`config.mk`:
```
export PLATFORM = sky130hd
export DESIGN_NAME = mem_port_arbiter
export DESIGN_NICKNAME = d
export VERILOG_FILES = /design/src/rtl/mem_port_arbiter.sv
export SDC_FILE = /design/constraint.sdc
export NUM_CORES = 1
export LEC_CHECK = 0
export BUFFER_PORTS_ARGS = -buffer_cell sky130_fd_sc_hd__clkbuf_2
export CAP_MARGIN = 20
export CORE_MARGIN = 4
export CORE_UTILIZATION = 24
export DETAILED_ROUTE_END_ITERATION = 6
export SYNTH_ARGS = -nofsm -noshare
export SYNTH_HDL_FRONTEND = slang
export SYNTH_SLANG_ARGS = --single-unit
```
`constraint.sdc`:
```
create_clock -name clk -period 3.8 [get_ports clk]
set_input_delay 0.76 -clock clk [delete_from_list [all_inputs] [get_ports clk]]
set_output_delay 0.76 -clock clk [all_outputs]
set_load 0.01 [all_outputs]
```
`src/rtl/mem_port_arbiter.sv`:
```
// rtl/mem_port_arbiter.sv - round-robin arbiter sharing one memory port among NUM_REQ requesters
//
// Purpose: grants one requester at a time access to a single-beat memory
// port. The current owner is kept for up to MAX_BURST consecutive beats while
// it keeps requesting. After that, or when it drops its request, the next
// owner is picked round-robin. One dead cycle (TURN) is inserted whenever the
// bus direction flips between beats.
//
// Ports:
//   clk, rst_n              clock, asynchronous active-low reset
//   req[NUM_REQ]            per-requester request, held until its ack
//   rd_wr[NUM_REQ]          per-requester direction (0 read, 1 write)
//   tem_win[NUM_REQ]        per-requester format (0 template, 1 window)
//   row/col[NUM_REQ][7]     per-requester address
//   write_data[NUM_REQ][32] per-requester write word
//   ack[NUM_REQ]            one-cycle completion pulse to the owner
//   read_data[32]           mem_rdata broadcast, qualified by ack
//   grant[NUM_REQ]          registered one-hot owner, zero when none
//   mem_req/mem_rd_wr/mem_tem_win/mem_row/mem_col/mem_wdata  memory command
//   mem_ack, mem_rdata      memory completion pulse and read word
//   busy                    high whenever not IDLE
//   stray_ack               sticky: mem_ack seen outside XFER
module mem_port_arbiter #(
  parameter int NUM_REQ   = 3,
  parameter int MAX_BURST = 16
) (
  input  logic                     clk,
  input  logic                     rst_n,
  input  logic [NUM_REQ-1:0]       req,
  input  logic [NUM_REQ-1:0]       rd_wr,
  input  logic [NUM_REQ-1:0]       tem_win,
  input  logic [NUM_REQ-1:0][6:0]  row,
  input  logic [NUM_REQ-1:0][6:0]  col,
  input  logic [NUM_REQ-1:0][31:0] write_data,
  output logic [NUM_REQ-1:0]       ack,
  output logic [31:0]              read_data,
  output logic [NUM_REQ-1:0]       grant,
  output logic                     mem_req,
  output logic                     mem_rd_wr,
  output logic                     mem_tem_win,
  output logic [6:0]               mem_row,
  output logic [6:0]               mem_col,
  output logic [31:0]              mem_wdata,
  input  logic                     mem_ack,
  input  logic [31:0]              mem_rdata,
  output logic                     busy,
  output logic                     stray_ack
);

  localparam int IW = (NUM_REQ > 1) ? $clog2(NUM_REQ) : 1;
  localparam int CW = $clog2(MAX_BURST + 1);
  localparam logic [CW-1:0] BURST_MAX = CW'(MAX_BURST);
  localparam logic [IW-1:0] LAST_IDX  = IW'(NUM_REQ - 1);

  typedef enum logic [1:0] {
    IDLE = 2'd0,
    ARB  = 2'd1,
    XFER = 2'd2,
    TURN = 2'd3
  } state_t;

  state_t          state;
  logic [IW-1:0]   owner;      // current owner, or last one when grant is zero
  logic [CW-1:0]   beat_cnt;
  logic            last_dir;   // direction of the last completed beat
  logic            dir_valid;  // no beat completed since reset: never turn around

  logic            keep_owner;
  logic            rr_found;
  logic [IW-1:0]   rr_idx;
  logic [IW-1:0]   cand_idx;
  int              cand;
  logic [IW-1:0]   next_owner;
  logic            need_turn;

  // The owner may continue only while it still holds a grant and is under
  // its burst allowance.
  always_comb begin
    keep_owner = (|grant) && req[owner] && (beat_cnt < BURST_MAX);
  end

  // Round-robin scan starting at owner+1; wraps back to owner itself last,
  // which is what lets a lone requester be re-granted after its burst.
  always_comb begin
    rr_found = 1'b0;
    rr_idx   = owner;
    cand     = 0;
    cand_idx = '0;
    for (int k = 1; k <= NUM_REQ; k++) begin
      cand = int'(owner) + k;
      if (cand >= NUM_REQ) cand = cand - NUM_REQ;
      cand_idx = IW'(cand);
      if (!rr_found && req[cand_idx]) begin
        rr_found = 1'b1;
        rr_idx   = cand_idx;
      end
    end
  end

  always_comb begin
    next_owner = keep_owner ? owner : rr_idx;
    need_turn  = dir_valid && (rd_wr[next_owner] != last_dir);
  end

  // Memory command is a pure decode of the registered state and owner.
  always_comb begin
    mem_req     = 1'b0;
    mem_rd_wr   = 1'b0;
    mem_tem_win = 1'b0;
    mem_row     = '0;
    mem_col     = '0;
    mem_wdata   = '0;
    ack         = '0;
    if (state == XFER) begin
      mem_req     = 1'b1;
      mem_rd_wr   = rd_wr[owner];
      mem_tem_win = tem_win[owner];
      mem_row     = row[owner];
      mem_col     = col[owner];
      mem_wdata   = write_data[owner];
      if (mem_ack) ack = grant;
    end
  end

  assign read_data = mem_rdata;
  assign busy      = (state != IDLE);

  always_ff @(posedge clk or negedge rst_n) begin
    if (!rst_n) begin
      state     <= IDLE;
      grant     <= '0;
      owner     <= LAST_IDX;
      beat_cnt  <= '0;
      last_dir  <= 1'b0;
      dir_valid <= 1'b0;
      stray_ack <= 1'b0;
    end else begin
      if (mem_ack && (state != XFER)) stray_ack <= 1'b1;
      case (state)
        IDLE: begin
          grant <= '0;
          if (|req) state <= ARB;
        end
        ARB: begin
          if (!(|req)) begin
            grant <= '0;
            state <= IDLE;
          end else begin
            grant <= NUM_REQ'(1) << next_owner;
            owner <= next_owner;
            if (!keep_owner) beat_cnt <= '0;
            state <= need_turn ? TURN : XFER;
          end
        end
        TURN: state <= XFER;
        XFER: begin
          if (mem_ack) begin
            if (beat_cnt != BURST_MAX) beat_cnt <= beat_cnt + CW'(1);
            last_dir  <= rd_wr[owner];
            dir_valid <= 1'b1;
            state     <= ARB;
          end
        end
        default: state <= IDLE;
      endcase
    end
  end

endmodule

```
==> impl_metrics.env <==
export IMPL_cts_hold_fix_buffers=0
export IMPL_hpwl_mm=8.100
export IMPL_cts_resized=0
export IMPL_drt_antenna_violating_nets=0
export IMPL_initial_core_util_pct=24.76
export IMPL_synth_top_area_share_pct=20.66
export IMPL_cts_sinks=15
export IMPL_fin_crit_ns=3.209
export IMPL_cpPeakStageDelay_ns=0.53
export IMPL_die_y_um=111.4
export IMPL_portBuffers=206
export IMPL_fin_worst_skew_ns=0.003879
export IMPL_yosysTopAreaCell="mux2i_1"
export IMPL_rsz0062_at_grt="no"
export IMPL_path_buf_inv=1
export IMPL_avgViaCountPerCell=4.777
export IMPL_max_freq_mhz=311.7
export IMPL_worst_slew_pin_slew_ns=0.5631
export IMPL_hp_class="primary input to async pin"
export IMPL_cp_arrival_ns=3.34
export IMPL_syn_cell_area_um2=2567
export IMPL_grt_max_degree=54
export IMPL_routabilityCongestion=0.8264
export IMPL_cp_max_fo=53
export IMPL_antenna_cells=0
export IMPL_drive_gt1_share_pct=42.37
export IMPL_clk_latency_ns=0.25
export IMPL_core_area_um2=10370
export IMPL_layout_setup_ws_ns=0.5913
export IMPL_yosysSeqAreaShare_pct=14.67
export IMPL_finalSetupViolations=0
export IMPL_synth_seq_cells=15
export IMPL_routed_wl_mm=9.910
export IMPL_swShare_pct=54.77
export IMPL_startpoint_type="register"
export IMPL_cp_required_ns=3.93
export IMPL_status="finished clean"
export IMPL_async_flop_share_pct=100.0
export IMPL_dp_slack_ns=0.6130
export IMPL_ys_warn_count=0
export IMPL_power_frac_clock_pct=5.3
export IMPL_yosys_most_used_dff="dfrtp_1"
export IMPL_wire_per_inst_um=14.86
export IMPL_syn_inst=377
export IMPL_leakagePower_nw=1.965
export IMPL_synth_edff_count=0
export IMPL_p_seq_share_pct=13.2
export IMPL_clockRootBuffer="clkbuf_8"
export IMPL_report_final_slew_viol_count=0
export IMPL_cpMaxStageDelayCell="dfstp_2"
export IMPL_dr_total_vias=3186
export IMPL_rows=37
export IMPL_worstSetupPathType="register to register"
export IMPL_maxCapViolCount=0
export IMPL_firstDrtPassIters=4
export IMPL_power_density_nw_per_um2=702.8
export IMPL_power_frac_comb_pct=81.6
export IMPL_totalPowerFinal_mw=2.463
export IMPL_cts_setup_buffers=0
export IMPL_cts_tree="done"
export IMPL_synth_common_cells="nor2_1, mux2i_1, a21oi_1"
export IMPL_die_w_um=111.4
export IMPL_synthTopCellsByArea="mux2i_1, nor2_1, dfrtp_1"
export IMPL_finalHoldViolCount=0
export IMPL_cts_max_level=1
export IMPL_vdd_drop_max_mv=0.2740
export IMPL_die_area_um2=12420
export IMPL_finalSetupTns_ns=0
export IMPL_cts_buffers=3
export IMPL_grt_pass1_wl_mm=15.73
export IMPL_grt_pass1_vias=3255
export IMPL_cp_top_family="compound AO/OA/AOI/OAI gates"
export IMPL_p_sw_mw=1.349
export IMPL_area_growth_pct=36.50
export IMPL_internal_power_mw=1.114
export IMPL_fin_crit_sh_pct=84.44
export IMPL_pin_count=271
export IMPL_path_cells="buf_4 > ha_1 > mux2_2 > a21oi_2 > or3b_4 > a31oi_1 > a211oi_1 > a311oi_1 > nand2_1"
export IMPL_grt_usage_pct=14.79
export IMPL_drt_initial_drc_count=107
export IMPL_nFillCells=1157
export IMPL_antenna_found_initial=0
export IMPL_nNetsFinal=720
export IMPL_endpoint_kind="register"
export IMPL_grt_overflow_total=0
export IMPL_synth_most_common_cell="nor2_1"
export IMPL_syn_area_per_cell_um2=6.810
export IMPL_post_route_drc_count=0
export IMPL_syn_nets=565
export IMPL_clk_pin_slew_ns=0.06
export IMPL_fin_util_pct=33.80
export IMPL_slew_headroom_pct=62.46
export IMPL_synthDistinctLibCells=52
export IMPL_clk_path_buf_depth=2
cells by family after synthesis:
family	Yosys count	share of synthesized area [%]
buffers and inverters	67	15.25
flip-flops	15	14.67
adder cells (fa/ha/maj)	6	2.924
AND/OR/NAND/NOR	149	25.44
multiplexers	56	22.12
AO/OA/AOI/OAI	84	19.59
power by group through the flow:
stage                     combinational, mW  sequential (mW)  clock, mW
after floorplan                        1.54            0.257          0
after global placement                 1.99            0.322          0
after detailed placement               2.02            0.327          0
after CTS                              2.03            0.325      0.133
after global routing                   2.24            0.338      0.140
final                                  2.01            0.325      0.129
layer usage:
layer / vias up / GRT usage (%) / share of wire [%]
met3: 22 / 2.826 / 6.3
met5: - / 0 / 0
met4: 0 / 3.893 / 1.8
met2: 105 / 27.58 / 52
li1: 1578 / - / -
met1: 1481 / 17.21 / 40
placed cells by master, fill, tap and decap left out, types with 4 or more instances in the layout:
cell type,Yosys,layout
ha_1,6,6
dfrtp_1,14,13
inv_1,7,7
nor3_1,4,4
a21oi_1,50,50
o21ai_0,8,8
nand2_1,11,11
nor2_1,105,104
clkbuf_2,0,206
and2_1,4,4
mux2i_1,53,53
sequential cells by signal, summed over array words and instances, names as in the netlist:
| register | flops |
|---|---|
| beat_cnt | 5 |
| dir_valid | 1 |
| grant | 3 |
| last_dir | 1 |
| owner | 2 |
| state | 2 |
| stray_ack | 1 |
path summary, 6_finish.rpt:
kind                           start   endpoint  slack [ns]  cells after the start
setup / recovery            owner[1]   state[0]        0.59                      9
hold / removal                 rst_n   state[1]        0.42                      1
setup reg to reg            owner[1]   state[0]        0.59                      9
hold reg to reg            stray_ack  stray_ack        0.46                      1
max in group asynchronous      rst_n   owner[0]        3.05                      1
min in group clk           stray_ack  stray_ack        0.46                      1
layout make-up:
cell class | count | area, µm² | area share, %
Multi-Input combinational cell | 295 | 1809 | 51.62
Inverter | 7 | 26.28 | 0.7497
Timing Repair Buffer | 210 | 1074 | 30.63
Tap cell | 136 | 170.2 | 4.855
Sequential cell | 15 | 380.4 | 10.85
Clock buffer | 4 | 45.04 | 1.285
metrics by stage:
stage / hold WS [ns] / instance area [µm²] / cells
after floorplan: 0.4576 / 2567 / 377
after global placement: 0.4506 / 3460 / 663
after detailed placement: 0.4477 / 3460 / 663
after CTS: 0.4373 / 3505 / 667
after global routing: 0.4589 / 3505 / 667
final: 0.4233 / 3505 / 667
Power figures use the tool's default switching activity.
